File: src/rtl/btn_step_ctrl.sv
// btn_step_ctrl: push-button conditioner for the up/down counter.
// The up, down and clear buttons are synchronized and debounced. The block
// turns them into a direction level (up_dn) and a one-cycle count strobe
// (step). Holding a direction button auto-repeats the strobe. A press of
// clear gives a one-cycle cnt_rst strobe.
`timescale 1ns/1ps

module btn_step_ctrl #(
    parameter int DB_CYCLES  = 1_000_000,
    parameter int REPEAT_DLY = 50_000_000,
    parameter int REPEAT_PER = 20_000_000
) (
    input  logic clk,
    input  logic rst,
    input  logic btn_up,
    input  logic btn_dn,
    input  logic btn_clr,
    output logic step,
    output logic up_dn,
    output logic cnt_rst,
    output logic up_db,
    output logic dn_db,
    output logic clr_db
);

    localparam int DBW  = $clog2(DB_CYCLES);
    localparam int TMAX = (REPEAT_DLY > REPEAT_PER) ? REPEAT_DLY : REPEAT_PER;
    localparam int TW   = $clog2(TMAX);

    localparam logic [DBW-1:0] DB_LAST  = DBW'(DB_CYCLES - 1);
    localparam logic [TW-1:0]  DLY_LAST = TW'(REPEAT_DLY - 1);
    localparam logic [TW-1:0]  PER_LAST = TW'(REPEAT_PER - 1);

    typedef enum logic [1:0] {
        ST_IDLE   = 2'd0,
        ST_HOLD   = 2'd1,
        ST_REPEAT = 2'd2
    } state_e;

    // Bit order within each 3-bit vector: [0] up, [1] down, [2] clear.
    logic [2:0]     raw_s;
    logic [2:0]     sync1_q, sync1_d;
    logic [2:0]     sync2_q, sync2_d;
    logic [2:0]     db_q, db_d;
    logic [2:0]     db_prev_q, db_prev_d;
    logic [2:0]     rise_s;
    logic [DBW-1:0] db_cnt_q [3];
    logic [DBW-1:0] db_cnt_d [3];

    state_e         state_q, state_d;
    logic [TW-1:0]  timer_q, timer_d;
    logic           step_q, step_d;
    logic           up_dn_q, up_dn_d;
    logic           cnt_rst_q, cnt_rst_d;
    logic           active_s;
    logic           other_s;

    assign raw_s  = {btn_clr, btn_dn, btn_up};
    assign rise_s = db_q & ~db_prev_q;

    // Two-stage synchronizer and per-button debounce counters.
    always_comb begin
        sync1_d   = raw_s;
        sync2_d   = sync1_q;
        db_prev_d = db_q;
        db_d      = db_q;
        for (int i = 0; i < 3; i++) begin
            db_cnt_d[i] = db_cnt_q[i];
            if (sync2_q[i] == db_q[i]) begin
                db_cnt_d[i] = '0;
            end else if (db_cnt_q[i] == DB_LAST) begin
                db_d[i]     = sync2_q[i];
                db_cnt_d[i] = '0;
            end else begin
                db_cnt_d[i] = db_cnt_q[i] + DBW'(1);
            end
        end
    end

    // Step FSM: press acceptance, hold delay, auto-repeat, and clear override.
    always_comb begin
        state_d   = state_q;
        timer_d   = timer_q;
        up_dn_d   = up_dn_q;
        step_d    = 1'b0;
        cnt_rst_d = rise_s[2];
        // The button that started the current press, and the opposite one.
        active_s  = up_dn_q ? db_q[0] : db_q[1];
        other_s   = up_dn_q ? db_q[1] : db_q[0];

        if (db_q[2]) begin
            // While clear is held, counting is stopped and any press is abandoned.
            state_d = ST_IDLE;
            timer_d = '0;
        end else begin
            case (state_q)
                ST_IDLE: begin
                    // A press counts only if the other direction is not down.
                    if (rise_s[0] && !db_q[1]) begin
                        step_d  = 1'b1;
                        up_dn_d = 1'b1;
                        timer_d = '0;
                        state_d = ST_HOLD;
                    end else if (rise_s[1] && !db_q[0]) begin
                        step_d  = 1'b1;
                        up_dn_d = 1'b0;
                        timer_d = '0;
                        state_d = ST_HOLD;
                    end else begin
                        state_d = ST_IDLE;
                    end
                end
                ST_HOLD, ST_REPEAT: begin
                    // Release and conflict take priority over a due repeat strobe.
                    if (!active_s || other_s) begin
                        state_d = ST_IDLE;
                        timer_d = '0;
                    end else if (timer_q == ((state_q == ST_HOLD) ? DLY_LAST : PER_LAST)) begin
                        step_d  = 1'b1;
                        timer_d = '0;
                        state_d = ST_REPEAT;
                    end else begin
                        timer_d = timer_q + TW'(1);
                    end
                end
                default: begin
                    state_d = ST_IDLE;
                    timer_d = '0;
                end
            endcase
        end
    end

    // State and output registers with synchronous reset.
    always_ff @(posedge clk) begin
        if (rst) begin
            sync1_q   <= 3'b000;
            sync2_q   <= 3'b000;
            db_q      <= 3'b000;
            db_prev_q <= 3'b000;
            for (int i = 0; i < 3; i++) begin
                db_cnt_q[i] <= '0;
            end
            state_q   <= ST_IDLE;
            timer_q   <= '0;
            step_q    <= 1'b0;
            up_dn_q   <= 1'b1;
            cnt_rst_q <= 1'b0;
        end else begin
            sync1_q   <= sync1_d;
            sync2_q   <= sync2_d;
            db_q      <= db_d;
            db_prev_q <= db_prev_d;
            for (int i = 0; i < 3; i++) begin
                db_cnt_q[i] <= db_cnt_d[i];
            end
            state_q   <= state_d;
            timer_q   <= timer_d;
            step_q    <= step_d;
            up_dn_q   <= up_dn_d;
            cnt_rst_q <= cnt_rst_d;
        end
    end

    assign step    = step_q;
    assign up_dn   = up_dn_q;
    assign cnt_rst = cnt_rst_q;
    assign up_db   = db_q[0];
    assign dn_db   = db_q[1];
    assign clr_db  = db_q[2];

endmodule

File: config.mk
export PLATFORM = sky130hd
export DESIGN_NAME = btn_step_ctrl
export DESIGN_NICKNAME = d
export VERILOG_FILES = /design/src/rtl/btn_step_ctrl.sv
export SDC_FILE = /design/constraint.sdc
export NUM_CORES = 1
export LEC_CHECK = 0
export ABC_AREA = 1
export CAP_MARGIN = 20
export CORE_UTILIZATION = 58
export CTS_BUF_LIST = sky130_fd_sc_hd__clkbuf_4 sky130_fd_sc_hd__clkbuf_8
export CTS_CLUSTER_DIAMETER = 80
export CTS_CLUSTER_SIZE = 20
export DETAILED_ROUTE_END_ITERATION = 8
export PLACE_DENSITY = 0.78
export SLEW_MARGIN = 20
export SYNTH_ARGS = -nofsm -noshare
export SYNTH_HDL_FRONTEND = slang
export SYNTH_SLANG_ARGS = --single-unit
File: constraint.sdc
create_clock -name clk -period 1.55 [get_ports clk]
set_input_delay 0.465 -clock clk [delete_from_list [all_inputs] [get_ports clk]]
set_output_delay 0.465 -clock clk [all_outputs]
set_load 0.05 [all_outputs]
==> impl_metrics.tcl <==
set metrics [dict create \
    grt_pass1_wl_mm 19.4 \
    die-area_mm2 0.00916 \
    ir_worst_vdd_mv 0.694 \
    crit_required_ns 1.82 \
    wirelength_mm 12.6 \
    io_pins 11 \
    cts_sinks 103 \
    critPathMaxStageDelay_ns 0.41 \
    whs_path_depth 2 \
    cts_buffer_depth 2 \
    setup.worst_path.start_class "flip-flop" \
    status "complete, but fails checks" \
    syn_to_final_growth_pct 28.0 \
    slew-limit-headroom_pct 72.4 \
    endpoint_kind "flip-flop" \
    final_antenna_net_count 0 \
    dp_hpwl_mm 8.04 \
    grt_pass1_vias 4517 \
    place.gp.congestion 0.961 \
    period_needed_ns 1.64 \
    syn_nets 743 \
    synth_area_mm2 0.00509 \
    worstSetupPathType "reg2reg" \
    tightest_slew_ns 0.411 \
    clock_latency_ns 0.37 \
    drc_errors 0 \
    hp-class "reg2reg" \
    grt_remaining_overflow 0 \
    nets 815 \
    finalCritPeriodShare_pct 106 \
    vias 5042 \
    seq_area_mm2 0.00208 \
    finalHoldViolCount 0 \
    ys_ff_latch 103 \
    wire_per_inst_um 13.9 \
    dp_slack_ns -0.349 \
    violations "negative setup slack" \
    setup_viol 28 \
    maxCapViolations 0 \
    port_buffers 10 \
    first_pass_iters 5 \
    worst_hold_slack_ns 0.409 \
    diodes 0 \
    antenna_found_initial 0 \
    multi_input_area_mm2 0.00312 \
    netlist-cell-type-count 34 \
    dieHeight_um 95.7 \
    die_w_um 95.7 \
    power.density_mw_per_mm2 692 \
    skew_ns 0.0108 \
    p_total_mw 4.51 \
    cp.arrival_ns 1.91 \
    rsz0062_at_grt "true" \
    numCtsBuffers 9 \
    drt_iter0_markers 314 \
    grtUsageTotal_pct 27.0 \
    clkTransAtPathRegs_ns 0.11 \
    synth_warnings 0 \
    fmax_ghz 0.611 \
    grt_max_degree 21 \
    syn_area_per_cell_um2 6.97 \
    maxSlewViolCount 0 \
    start_util_pct 61.1 \
    syn_inst 731 \
    crit_path_top_delay_cell "dfxtp_2" \
    cp_cell_sequence "ha_4 > inv_4 > nor3_2 > nand3_1 > nand2_2 > nand2_4 > nand2_4 > nand2_8 > nand2_8 > nor2_2" \
    p_leak_nw 2.31 \
    nFillCells 553 \
    clockRootBuffer "clkbuf_8" \
    viasPerCell 5.53 \
    core-area_mm2 0.00834 \
    setup_ws_ns -0.0878 \
    seq_area_frac_synth_pct 40.5 \
    cp_max_fo 7 \
    finish.utilization_pct 78.1 \
    reg2regPathDepth 10 \
    ctsHtreeMaxLevel 3 \
    drive_gt1_share_pct 25.5 \
    cts_tree "yes" \
    row_count 33 \
]
[cell families (layout without fill, tap and decap cells)]
| group | count (synthesis) | count (layout) | synth area share, % |
|---|---|---|---|
| AND/OR/NAND/NOR | 447 | 450 | 39.0 |
| buffers and inverters | 96 | 169 | 7.91 |
| multiplexers | 1 | 1 | 0.197 |
| AO/OA/AOI/OAI | 38 | 38 | 4.03 |
| XOR/XNOR | 39 | 39 | 6.71 |
| flip-flops | 103 | 103 | 40.5 |
| adder cells (fa/ha/maj) | 7 | 7 | 1.72 |
[where the power goes]
group	leakage [nW]	internal [mW]	switching, mW
combinational	1.37	0.0488	0.0679
sequential	0.838	2.65	0.00546
clock	0.0997	0.769	0.966
total	2.31	3.47	1.04
[Yosys cell counts (all sizes together)]
cell type / number / area (um2)
nor2: 168 / 651
nand2: 149 / 579
dfxtp: 103 / 2060
inv: 84 / 315
nand3: 46 / 255
nor3: 34 / 180
nand4: 33 / 206
xor2: 28 / 245
a21oi: 25 / 129
buf: 11 / 83.8
xnor2: 11 / 96.3
or2: 9 / 56.3
o21ai: 8 / 40.0
ha: 7 / 87.6
nand3b: 4 / 30.0
nor4: 3 / 18.8
a211oi: 2 / 15.0
a21boi: 1 / 7.51
a31oi: 1 / 6.26
clkbuf: 1 / 3.75
mux2i: 1 / 10.0
nor3b: 1 / 7.51
o31ai: 1 / 7.51
[stage by stage]
stage	area (um2)	TNS (ns)	std cells
floorplan	5100	0	731
detailed placement	5690	-18.83	883
global placement	5690	-14.33	883
global route	6520	-5.85	912
finish	6520	-1.56	912
CTS	6120	-0.191	907
[registers in the layout (all words and copies together) (netlist names)]
register and cells:
cnt_rst 1, db_prev_d 3, sync1_q 3, up_dn 1, timer_q 26, sync2_q 3, step 1, db_cnt_q 60
db_prev_q 3, state_q 2
[per-layer routing]
metal	vias to the layer above	GRT usage [%]	share of wire [%]
met5	-	0	0
met3	44	6.16	5.9
met2	181	48.0	51
met4	0	7.71	2.4
li1	2477	-	-
met1	2340	32.4	41
[layout make-up]
| cell class | instances | area share, % |
|---|---|---|
| inverters | 84 | 4.88 |
| repair buffers | 70 | 10.3 |
| clock buffers | 9 | 1.90 |
| clock inverters | 6 | 1.19 |
| well taps | 105 | 2.02 |
| flip-flops and latches | 103 | 31.9 |
| multi-input cells | 535 | 47.8 |
[worst max-delay path: cells and delay by family, from the launching register on]
kind	cells	cell delay [ns]
buffers and inverters	1	0.04
DFF	1	0.41
and+or+nand+nor	8	0.91
adders and majority gates	1	0.17
[timing repair]
action,4_1_cts,5_1_grt
gates cloned,5,0
setup endpoints to repair,45,76
hold buffers,0,0
gates resized for setup,40,97
setup buffers,4,5
pin swaps,8,23
[layout by cell type, fill, tap and decap left out, types with 3 or more instances in the layout]
cell type        instances
nand2_4                  4
nor2_2                  29
nor2_4                  16
clkbuf_8                 9
xnor2_1                 11
nand3b_1                 4
nor4_1                   3
nor3_2                   9
or2_2                    5
buf_4                   51
o21ai_0                  7
nand3_1                 39
nand3_2                  3
nor3_1                  24
nand4_1                 33
dfxtp_1                 88
a21oi_2                  5
nand2_2                 11
nand2_1                132
ha_4                     4
buf_6                    6
inv_1                   77
nand2_8                  5
xor2_1                  26
dfxtp_2                 15
nor2_1                 123
buf_12                   9
a21oi_1                 20
nand3_4                  4
clkdlybuf4s50_1          4
inv_2                    6
[final timing paths]
check | from | end | slack [ns]
hold / removal | sync1_q[0] | sync2_q[0] | 0.41
setup / recovery | state_q[0] | timer_q[2] | -0.09
setup reg to reg | state_q[0] | timer_q[2] | -0.09
hold reg to reg | sync1_q[0] | sync2_q[0] | 0.41
No activity file was read; power rests on OpenSTA's default activity.
